### src/rtl/renkon_ctrl_feed_if.sv
// ctrl_bus: start/valid/stop stream from the renkon input sequencer to the
// convolution controller. The sequencer drives it through the "out" modport.
interface ctrl_bus;
  logic start;
  logic valid;
  logic stop;

  modport out (output start, output valid, output stop);
  modport in  (input  start, input  valid, input  stop);
endinterface

### src/rtl/renkon_ctrl_feed.sv
// renkon_ctrl_feed: input-side sequencer for the renkon convolution core.
// Walks the input feature memory channel by channel in raster order, issues
// read addresses, and emits the ctrl_bus start/valid/stop stream plus the
// first_input/last_input flags. The flags are delayed by the memory read
// latency D_MEM so that they line up with the returning pixel data.
// Optional build macro: RENKON_FEED_STALL_EN adds a 'stall' input that
// inserts bubbles while issuing.
module renkon_ctrl_feed #(
  parameter int LWIDTH  = 16,
  parameter int IMGSIZE = 12,
  parameter int D_MEM   = 2
) (
  input  logic               clk,
  input  logic               xrst,
  input  logic               req,
  input  logic [LWIDTH-1:0]  img_size,
  input  logic [LWIDTH-1:0]  n_in,
  input  logic [IMGSIZE-1:0] img_base,
`ifdef RENKON_FEED_STALL_EN
  input  logic               stall,
`endif
  ctrl_bus.out               out_ctrl,
  output logic               first_input,
  output logic               last_input,
  output logic               mem_img_re,
  output logic [IMGSIZE-1:0] mem_img_addr,
  output logic               busy,
  output logic               done
);

  localparam int DCW = (D_MEM > 1) ? $clog2(D_MEM) : 1;

  typedef enum logic [1:0] {S_IDLE, S_LOAD, S_ISSUE, S_DRAIN} state_t;

  // Per-issue flags travelling alongside the memory read.
  typedef struct packed {
    logic v;  // valid
    logic e;  // stop (last issue of the layer)
    logic f;  // channel 0
    logic l;  // channel n_in-1
  } flags_t;

  state_t             state;
  logic [LWIDTH-1:0]  size_m1;
  logic [LWIDTH-1:0]  nin_m1;
  logic [LWIDTH-1:0]  x_cnt;
  logic [LWIDTH-1:0]  y_cnt;
  logic [LWIDTH-1:0]  ch_cnt;
  logic [IMGSIZE-1:0] addr;
  logic [DCW-1:0]     drain_cnt;

  logic   stall_i;
  logic   issue;
  logic   last_pos;
  logic   iss_s;
  flags_t iss;
  flags_t pipe [D_MEM];
  flags_t tail;
  logic   hold_f;
  logic   hold_l;

`ifdef RENKON_FEED_STALL_EN
  assign stall_i = stall;
`else
  assign stall_i = 1'b0;
`endif

  assign issue    = (state == S_ISSUE) && !stall_i;
  assign last_pos = (x_cnt == size_m1) && (y_cnt == size_m1) && (ch_cnt == nin_m1);

  // Issue-stage flags; all zero on cycles that issue nothing (bubbles).
  always_comb begin
    // NOTE: every signal written here gets a default first, so no path leaves it unassigned and no latch is inferred.
    iss   = '0;
    iss_s = 1'b0;
    if (issue) begin
      iss.v = 1'b1;
      iss.e = last_pos;
      iss.f = (ch_cnt == '0);
      iss.l = (ch_cnt == nin_m1);
      iss_s = (ch_cnt == '0) && (x_cnt == '0) && (y_cnt == '0);
    end
  end

  // Sequencer FSM: load layer parameters, walk x/y/ch, drain the read latency.
  always_ff @(posedge clk) begin
    if (xrst) begin
      // NOTE: state is updated with non-blocking assignments so every register samples pre-edge values, independent of statement order.
      state     <= S_IDLE;
      busy      <= 1'b0;
      done      <= 1'b0;
      size_m1   <= '0;
      nin_m1    <= '0;
      x_cnt     <= '0;
      y_cnt     <= '0;
      ch_cnt    <= '0;
      addr      <= '0;
      drain_cnt <= '0;
    end else begin
      done <= 1'b0;
      case (state)
        S_IDLE: begin
          // A req landing on the done cycle is dropped: the layer is still closing.
          if (req && !done) begin
            state   <= S_LOAD;
            busy    <= 1'b1;
            size_m1 <= img_size - LWIDTH'(1);
            nin_m1  <= n_in - LWIDTH'(1);
            addr    <= img_base;
          end else begin
            busy <= 1'b0;
          end
        end
        S_LOAD: begin
          x_cnt  <= '0;
          y_cnt  <= '0;
          ch_cnt <= '0;
          state  <= S_ISSUE;
        end
        S_ISSUE: begin
          if (!stall_i) begin
            // Channels are contiguous in memory, so a plain increment walks them.
            addr <= addr + IMGSIZE'(1);
            if (last_pos) begin
              state     <= S_DRAIN;
              drain_cnt <= '0;
            end else if (x_cnt == size_m1) begin
              x_cnt <= '0;
              if (y_cnt == size_m1) begin
                y_cnt  <= '0;
                ch_cnt <= ch_cnt + LWIDTH'(1);
              end else begin
                y_cnt <= y_cnt + LWIDTH'(1);
              end
            end else begin
              x_cnt <= x_cnt + LWIDTH'(1);
            end
          end
        end
        S_DRAIN: begin
          // Final stop leaves the pipeline on the last drain cycle; done follows it.
          if (drain_cnt == DCW'(D_MEM - 1)) begin
            done  <= 1'b1;
            state <= S_IDLE;
          end else begin
            drain_cnt <= drain_cnt + DCW'(1);
          end
        end
        default: state <= S_IDLE;
      endcase
    end
  end

  // Flag delay line matching the memory read latency.
  always_ff @(posedge clk) begin
    if (xrst) begin
      // NOTE: the delay line is reset (unlike a data RAM) so an aborted layer cannot leak a stray valid/stop afterwards.
      for (int i = 0; i < D_MEM; i++) pipe[i] <= '0;
    end else begin
      pipe[0] <= iss;
      for (int i = 1; i < D_MEM; i++) pipe[i] <= pipe[i-1];
    end
  end

  assign tail = pipe[D_MEM-1];

  // Start fires one cycle ahead of the first valid.
  generate
    if (D_MEM == 1) begin : g_start_reg
      logic start_r;
      // With no delay stages, flag the first issue cycle directly from S_LOAD.
      always_ff @(posedge clk) begin
        if (xrst) start_r <= 1'b0;
        else      start_r <= (state == S_LOAD);
      end
      assign out_ctrl.start = start_r;
    end else begin : g_start_pipe
      logic [D_MEM-2:0] s_sr;
      // Start pulse delayed by D_MEM-1 stages.
      always_ff @(posedge clk) begin
        if (xrst) begin
          s_sr <= '0;
        end else begin
          s_sr[0] <= iss_s;
          for (int i = 1; i < D_MEM - 1; i++) s_sr[i] <= s_sr[i-1];
        end
      end
      assign out_ctrl.start = s_sr[D_MEM-2];
    end
  endgenerate

  // Hold the channel flags across bubbles; clear once the layer's stop passes.
  always_ff @(posedge clk) begin
    if (xrst) begin
      hold_f <= 1'b0;
      hold_l <= 1'b0;
    end else if (tail.v) begin
      hold_f <= tail.f && !tail.e;
      hold_l <= tail.l && !tail.e;
    end
  end

  assign out_ctrl.valid = tail.v;
  assign out_ctrl.stop  = tail.e;
  assign first_input    = tail.v ? tail.f : hold_f;
  assign last_input     = tail.v ? tail.l : hold_l;
  assign mem_img_re     = issue;
  assign mem_img_addr   = issue ? addr : '0;

endmodule

### src/flat_wrapper.sv
// flat-port wrapper written by rule: the top's interface ports become plain ports
module renkon_ctrl_feed_flat 
#(
  parameter int LWIDTH  = 16,
  parameter int IMGSIZE = 12,
  parameter int D_MEM   = 2
)
  (clk, xrst, req, img_size, n_in, img_base, first_input, last_input, mem_img_re, mem_img_addr, busy, done, out_ctrl_start, out_ctrl_valid, out_ctrl_stop);
  ctrl_bus out_ctrl_i ();
  input  logic clk;
  input  logic xrst;
  input  logic req;
  input  logic [LWIDTH-1:0] img_size;
  input  logic [LWIDTH-1:0] n_in;
  input  logic [IMGSIZE-1:0] img_base;
  output logic first_input;
  output logic last_input;
  output logic mem_img_re;
  output logic [IMGSIZE-1:0] mem_img_addr;
  output logic busy;
  output logic done;
  output wire logic [$bits(out_ctrl_i.start)-1:0] out_ctrl_start;
  output wire logic [$bits(out_ctrl_i.valid)-1:0] out_ctrl_valid;
  output wire logic [$bits(out_ctrl_i.stop)-1:0] out_ctrl_stop;
  assign out_ctrl_start = out_ctrl_i.start;
  assign out_ctrl_valid = out_ctrl_i.valid;
  assign out_ctrl_stop = out_ctrl_i.stop;
  renkon_ctrl_feed #(.LWIDTH(LWIDTH), .IMGSIZE(IMGSIZE), .D_MEM(D_MEM)) u_core (.clk(clk), .xrst(xrst), .req(req), .img_size(img_size), .n_in(n_in), .img_base(img_base), .out_ctrl(out_ctrl_i), .first_input(first_input), .last_input(last_input), .mem_img_re(mem_img_re), .mem_img_addr(mem_img_addr), .busy(busy), .done(done));
endmodule
### config.mk
export PLATFORM = sky130hd
export DESIGN_NAME = renkon_ctrl_feed_flat
export DESIGN_NICKNAME = d
export VERILOG_FILES = /design/src/rtl/renkon_ctrl_feed_if.sv /design/src/rtl/renkon_ctrl_feed.sv /design/src/flat_wrapper.sv
export SDC_FILE = /design/constraint.sdc
export NUM_CORES = 1
export LEC_CHECK = 0
export ABC_AREA = 1
export CORE_UTILIZATION = 40
export CTS_BUF_LIST = sky130_fd_sc_hd__clkbuf_8
export DETAILED_ROUTE_END_ITERATION = 8
export PLACE_DENSITY = 0.69
export SLEW_MARGIN = 20
export SYNTH_ARGS = -nofsm -noshare
export SYNTH_HDL_FRONTEND = slang
export SYNTH_SLANG_ARGS = --single-unit
export TNS_END_PERCENT = 50
### constraint.sdc
create_clock -name clk -period 2.32 [get_ports clk]
set_clock_uncertainty 0.1 [all_clocks]
set_input_delay 0.464 -clock clk [delete_from_list [all_inputs] [get_ports clk]]
set_output_delay 0.464 -clock clk [all_outputs]
set_load 0.05 [all_outputs]
Word level (Yosys, flattened, before mapping)
Memories as Yosys holds them, arrays and structs flattened. Cells that the tools add are included.

Equal/unequal tests: 12. Add/subtract/negate cells: 7. Bitwise gates (word level): 4. Reduce and logical (&&, ||, !) cells: 25. Mux-type cells: 31.

Operators with widths (number): $mux 16 (8); $pmux 16 s2 (3); $add 16x1->16 const B (3); $eq 16x16->1 (3); $logic_not 16->1 (3); $sub 16x1->16 const B (2); $mux 12 (2); $pmux 12 s2 (1); $add 12x1->12 const B (1); $mux 4 (3); $mux 1 (9); $ne 2x2->1 const B (4); $pmux 2 s4 (1); $reduce_and 2->1 (4); $logic_and 1x1->1 (7); $mux 2 (3); $reduce_and 3->1 (2); $reduce_bool 2->1 (3); $eq 2x2->1 const B (2); $ne 2x1->1 const B (2); $reduce_and 4->1 (1); $reduce_or 2->1 (2); $eq 2x1->1 const B (1); $logic_not 1->1 (2); 5 further kinds (7).

Input port bits: 47. Output and inout bits: 20. Memory bits (writable): 8. Register bits after elaboration: 100. Memories: 1.

Memories: u_core.pipe (words 2, bits a word 4, rd ports 2, clocked after Yosys merged registers in 0, write ports 2, line renkon_ctrl_feed.sv:57) `flags_t pipe [D_MEM];`.

Longest topological paths before layout
Gate-level depths: netlist of the first run.

Depth in word-level cells: 5. Gate-level depth with buffers: 16.

Worst setup path before layout of the first run
OpenSTA, ideal clock, no wires.

Path type: reg2out. Start point: reg u_core.state[0]. End point: out mem_img_addr[1]. Buffers on the path: 3. Slack: -0.467 ns. Cell stages (with the launch flop): 8. Data arrival time: 2.223 ns. Path through: dfxtp_1 inv_1 ha_1 clkbuf_1 clkbuf_1 buf_1 nand2_1 inv_1.

Word-level cells in the longest chain between the ends: 2.

RTL lines: from (decl) (line renkon_ctrl_feed.sv:43) `state_t state;`; from (signal assigned) (line renkon_ctrl_feed.sv:89) `state <= S_IDLE;`; from (signal assigned) (line renkon_ctrl_feed.sv:105) `state <= S_LOAD;`; from (signal assigned) (line renkon_ctrl_feed.sv:118) `state <= S_ISSUE;`; $eq 2x2->1 (line renkon_ctrl_feed.sv:68) `assign issue = (state == S_ISSUE) && !stall_i;`; named net mem_img_re (line flat_wrapper.sv:18) `output logic mem_img_re;`; $mux 12 (line renkon_ctrl_feed.sv:208) `assign mem_img_addr = issue ? addr : '0;`; to (decl) (line flat_wrapper.sv:19) `output logic [IMGSIZE-1:0] mem_img_addr;`.

The timed path passes the listed nets, and every way through them passes these cells.

Final worst setup path of the first run
Start point: reg u_core.state[0]. End point: out mem_img_addr[6].

Word-level cells in the longest chain between the ends: 2.

RTL lines (line): $eq 2x2->1 (renkon_ctrl_feed.sv:68); $mux 12 (renkon_ctrl_feed.sv:208).

No other way between the ends.

==> results of run 1 <==
[report_power, final]
| group | internal, mW | switching (mW) | leakage [nW] |
|---|---|---|---|
| Combinational | 1.51 | 2.54 | 2.63 |
| Clock | 0.537 | 0.694 | 0.103 |
| Sequential | 2.29 | 0.437 | 0.884 |
[kinds of logic after synthesis]
group	after synthesis	synth area share [%]
and+or+nand+nor	613	38.2
buffers and inverters	199	11.4
AOI/OAI and AO/OA	170	13.4
DFF	108	31.4
xor gates and xnor gates	26	3.30
adders and majority gates	13	2.36
[flip-flops by register name, summed over array words and instances, names as in the netlist]
name,flops
u_core.ch_cnt,16
u_core.busy,1
u_core.addr,12
u_core.out_ctrl.start,1
u_core.done,1
u_core.drain_cnt,1
u_core.hold_f,1
u_core.nin_m1,16
u_core.state,2
u_core.hold_l,1
u_core.y_cnt,16
u_core.pipe,8
u_core.size_m1,16
u_core.x_cnt,16
[repair_timing]
action | in CTS | in global routing
gates cloned | 0 | 0
gates resized for setup | 3 | 5
pin swaps | 0 | 0
endpoints found under the setup margin | 14 | 19
setup buffers | 1 | 0
hold endpoints to repair | 0 | 0
[placed cells by master, fill, tap and decap left out, types with 3 or more instances in the layout]
cell type,n
nor2_2,3
xnor2_1,5
a21oi_1,73
a31oi_1,11
buf_12,16
nand4_1,54
nor3_1,30
or2_2,6
clkbuf_8,10
inv_2,14
o31ai_1,3
o21bai_1,3
dfxtp_1,106
nand2_2,4
nand2_1,303
clkinvlp_4,4
nand3_1,67
buf_4,36
nor4_1,7
inv_1,139
nor2_1,134
o21ai_0,65
clkdlybuf4s50_1,50
a211oi_1,3
ha_1,12
xor2_1,21
[stage by stage]
stage | total power [mW] | utilization, % | hold slack (ps) | area [um^2] | cells
detailed placement | 6.73 | 48.7 | 296 | 8130 | 1414
finish | 8.00 | 50.0 | 219 | 8360 | 1431
global route | 8.66 | 50.0 | 213 | 8360 | 1431
floorplan | 5.48 | - | 288 | 6920 | 1129
global placement | 6.68 | 48.7 | 290 | 8130 | 1414
CTS | 8.00 | 49.9 | 205 | 8340 | 1431
[layout make-up]
| class | instances | share of cell area (%) |
|---|---|---|
| multi-input cells | 822 | 47.5 |
| flip-flops and latches | 108 | 25.9 |
| repair buffers | 107 | 13.6 |
| inverters | 158 | 7.23 |
| well taps | 220 | 3.29 |
| clock buffers | 10 | 1.65 |
| clock inverters | 6 | 0.824 |
[layer usage]
metal  part of all wire [%]  up-vias  wire, um  track usage, %
met5                      0        -         0               0
li1                       -     3804         -               -
met2                     42      228      7760            32.1
met4                    1.5        0       275            7.70
met3                    5.4       18       983            2.59
met1                     51     3165      9290            30.4
[how the worst max path moves through the flow]
| stage | depth (start not counted) | endpoint | slack, ps |
|---|---|---|---|
| finish | 6 | mem_img_addr[6] | 100 |
| global route | 13 | u_core.x_cnt[8] | 1 |
| CTS | 6 | mem_img_addr[3] | 10 |
| detailed placement | 10 | u_core.size_m1[15] | 30 |
| global placement | 10 | u_core.size_m1[15] | 40 |
| floorplan | 7 | mem_img_addr[2] | 60 |
[worst max-delay path, stage by stage, from the launching register on]
cell and delay (ps):
dfxtp_1 420, inv_2 80, ha_4 230, buf_6 160
nand2_1 110, clkinvlp_4 110, buf_12 150
==> reports/metrics.cfg, run 1 <==
[sta]
fin_setup_tns_ps = 0
rsz0062_at_grt = false
slew_viol_final = 0
period_needed_ps = 2220
fmax_ghz = 0.451
tightest_slew_ps = 577
setup_viol = 0
final_hold_viol_count = 0
slew_headroom_pct = 61.2
timing.final.ws_setup_ps = 104
period_share_pct = 95.5

[routing]
drc = 0
routed_wirelength_mm = 18.3
first_pass_iters = 6
viasPerCell = 5.04
drtIter0Drc = 727
ant_nets = 0
wl_per_cell_um = 12.8
vias = 7215

[cells_and_area]
syn_to_final_growth_pct = 21.2
drive_above_1_share_pct = 8.75
n_fill_cell = 1722
nNetsFinal = 1266
diodes = 0
multi_input_area_mm2 = 0.00397
register_area_mm2 = 0.00216

[worst_setup_path]
crit_fanout = 11
endpoint_kind = primary output
r2r_slack_ps = 160
critical_path_class = flop to primary output
critPathLaunchType = flop
critPathLaunch = u_core.state[0]
timing.rr.start = u_core.y_cnt[7]
r2r_end = u_core.ch_cnt[15]
crit_arrival_ps = 1650
required_ps = 1760
r2r_cells = 12

[synth]
netlist_area_mm2 = 0.00690
ys_warn_count = 0
synth-main-ff-cell = dfxtp_1
synth.most_common_cell = nand2_1
syn_nets = 1189
syn_inst = 1129
ys_top_cells_by_area = dfxtp_1 31%, nand2_1 16%, inv_1 7.8%
synth-seq-area-share_pct = 31.4
synth_top_area_share_pct = 31.4
netlist_top_cells_count = 303 x nand2_1, 143 x inv_1, 134 x nor2_1, 108 x dfxtp_1, 73 x a21oi_1
synthArstFlopShare_pct = 0
synth_edf_count = 0
synthDistinctLibCells = 39
yosysTopAreaCell = dfxtp_1
avgSynthCellArea_um2 = 6.11
ys_ff_latch = 108

[min_path]
hp-class = primary input to flop
min_delay_worst_endpoint = u_core.pipe[0][3]
min_from = xrst
hold_path_depth = 2

[clock_network]
hold_buffers = 0
numCtsBuffers = 9
clk_path_buf_depth = 2
insertion_delay_ps = 400
path_clk_slew_ps = 110
cts.sinks = 108
cts_tree = done
root_buffer = clkbuf_8
htree_levels = 3

[floorplanning]
coreArea_mm2 = 0.0167
die_h_um = 133
num_io_pins = 67
die_area_mm2 = 0.0178
die_x_um = 133
rows = 47
start_util_pct = 41.3

[grt]
grt_usage_pct = 21.1
grt_remaining_overflow = 0
grt_pass1_wl_mm = 30.6
first_global_vias = 6318
antenna_found_initial = 0
grt_max_degree = 47

[job]
max-cap-violations = 0

[placement]
place.gp.congestion = 0.920
io_buffers = 66
dp.final_hpwl_mm = 13.7
dpl_worst_slack_ps = 28.9

[run_status]
run_status = finished clean

[power]
vdd_drop_max_mv = 0.458
p_leak_nw = 3.62
power_density_mw_per_mm2 = 958

No activity file was read; power rests on OpenSTA's default activity.
==> run 2, diff against run 1 <==
- CAP_MARGIN: unset -> 25
- PLACE_DENSITY: 0.69 -> unset
==> reports/metrics.cfg, run 2 (same netlist as run 1, synthesis figures left out) <==
[sta]
rsz0062_at_grt = true
period_share_pct = 97.7  ; +2.2 points
fmax_ghz = 0.441  ; -2.2%
slew_headroom_pct = 66.1  ; +4.9 points
slew_viol_final = 0  ; unchanged
final_hold_viol_count = 0  ; unchanged
fin_setup_tns_ps = 0  ; unchanged
setup_viol = 0  ; unchanged
timing.final.ws_setup_ps = 53.1  ; -51.0 ps
tightest_slew_ps = 507  ; -70.1 ps
period_needed_ps = 2270  ; +51.0 ps

[routing]
viasPerCell = 5.10  ; +1.2%
drtIter0Drc = 530  ; -27%
drc = 0  ; unchanged
ant_nets = 0  ; unchanged
routed_wirelength_mm = 20.2  ; +10%
wl_per_cell_um = 14.0  ; +9.7%
vias = 7351  ; +1.9%
first_pass_iters = 5  ; -1

[placement]
dp.final_hpwl_mm = 15.6  ; +14%
place.gp.congestion = 0.896  ; -2.7%
io_buffers = 66  ; unchanged
dpl_worst_slack_ps = 3.94  ; -25.0 ps

[power]
power_mw = 8.16  ; +1.9%
net-switching-power_mw = 3.79  ; +3.3%
clock_power_share_pct = 15.7  ; +0.3 points
pwr-share-comb_pct = 51.0  ; +0.4 points
p_leak_nw = 3.67  ; +1.4%
netSwitchingFraction_pct = 46.5  ; +0.62 points
pwr-share-seq_pct = 33.4  ; -0.6 points
power_density_mw_per_mm2 = 965  ; +0.69%
internal_power_mw = 4.37  ; +0.78%
vdd_drop_max_mv = 0.368  ; -20%

[worst_setup_path]
critPathMaxStageDelay_ps = 360  ; -60 ps
slowest_stage = dfxtp_2
endpoint_kind = primary output
critPathLaunchType = flop
crit_fanout = 25  ; +14
crit_path_cell_trace = inv_2, ha_4, buf_12, nand2_1, inv_1, buf_12
required_ps = 1760  ; about the same
critical_path_class = flop to primary output
crit_arrival_ps = 1700  ; +50 ps
cpMostUsedCell = buf_12

[floorplanning]
die_area_mm2 = 0.0178  ; unchanged
die_x_um = 133  ; unchanged
num_io_pins = 67  ; unchanged
coreArea_mm2 = 0.0167  ; unchanged
start_util_pct = 41.3  ; unchanged
rows = 47  ; unchanged
die_h_um = 133  ; unchanged

[clock_network]
numCtsBuffers = 9  ; unchanged
root_buffer = clkbuf_8
cts.sinks = 108  ; unchanged
insertion_delay_ps = 400  ; about the same
clk_path_buf_depth = 2  ; unchanged
postCtsSetupBuffers = 0  ; -1
cts_tree = done
path_clk_slew_ps = 120  ; about the same
htree_levels = 3  ; unchanged

[cells_and_area]
final_common_cell = nand2_1
drive_above_1_share_pct = 10.7  ; +2.0 points
final_cell_mix = 303 x nand2_1, 137 x inv_1, 133 x nor2_1
nNetsFinal = 1275  ; +0.71%
syn_to_final_growth_pct = 22.7
diodes = 0  ; unchanged

[min_path]
hp-class = flop to flop

[grt]
antenna_found_initial = 0  ; unchanged
grt_remaining_overflow = 0  ; unchanged
grt_usage_pct = 23.6  ; +2.5 points
first_global_vias = 6709  ; +6.2%
grt_max_degree = 42  ; -11%
grt_pass1_wl_mm = 33.6  ; +9.8%

[run_status]
run_status = finished clean

[job]
max-cap-violations = 0  ; unchanged

run 2: area by class of cell:
type | count | area (um^2)
clock inverters | 7 | 97.6
inverters | 158 | 604
repair buffers | 116 | 1210
multi-input cells | 822 | 3970
clock buffers | 9 | 124
flip-flops and latches | 108 | 2180
well taps | 220 | 275
fillers | 1759 | 8240
run 2: final timing paths:
check	from	endpoint	slack (ps)	depth (start not counted)
max reg2reg	u_core.x_cnt[5]	u_core.ch_cnt[2]	210	12
max	u_core.state[0]	mem_img_addr[7]	50	6
min	u_core.pipe[0][0]	u_core.pipe[0][4]	310	2
min reg2reg	u_core.pipe[0][0]	u_core.pipe[0][4]	310	2
run 2: timing repair:
item	CTS	global route
endpoints found under the hold margin	0	0
endpoints found under the setup margin	3	22
gates resized for setup	2	18
hold buffers	0	0
run 2: metal layers:
metal  vias to the layer above  global-route usage (%)  share of wire (%)
met4                         0                    6.44                1.8
met3                        31                    3.16                3.8
met2                       148                    40.3                 48
met1                      3342                    30.9                 46
met5                         -                       0                  0
li1                       3830                       -                  -
run 2: worst max-delay path, delay by kind of cell, from the launching register on:
kind	cells	cell delay, ps
fa+ha+maj	1	270
flops	1	360
buf+inv	4	550
simple gates	1	120
run 2: power by group through the flow:
stage                     clock network, mW  registers [mW]  logic (mW)
after floorplan                           0            2.65        2.84
after global placement                    0            2.75        4.10
after detailed placement                  0            2.75        4.13
after CTS                              1.32            2.71        4.14
after global routing                   1.39            2.78        4.69
final                                  1.28            2.72        4.16
run 2: metrics by stage:
| stage | std cells | hold slack [ps] | area [um^2] | util [%] |
|---|---|---|---|---|
| global route | 1440 | 332 | 8460 | 50.7 |
| finish | 1440 | 308 | 8460 | 50.7 |
| floorplan | 1129 | 288 | 6920 | - |
| detailed placement | 1424 | 292 | 8210 | 49.2 |
| global placement | 1424 | 291 | 8210 | 49.2 |
| CTS | 1440 | 309 | 8430 | 50.5 |
==> run 3, diff against run 2 <==
- CTS_CLUSTER_SIZE: unset -> 24
==> results of run 3 <==
Final layout, timing and power as in run 2 (identical DEF).
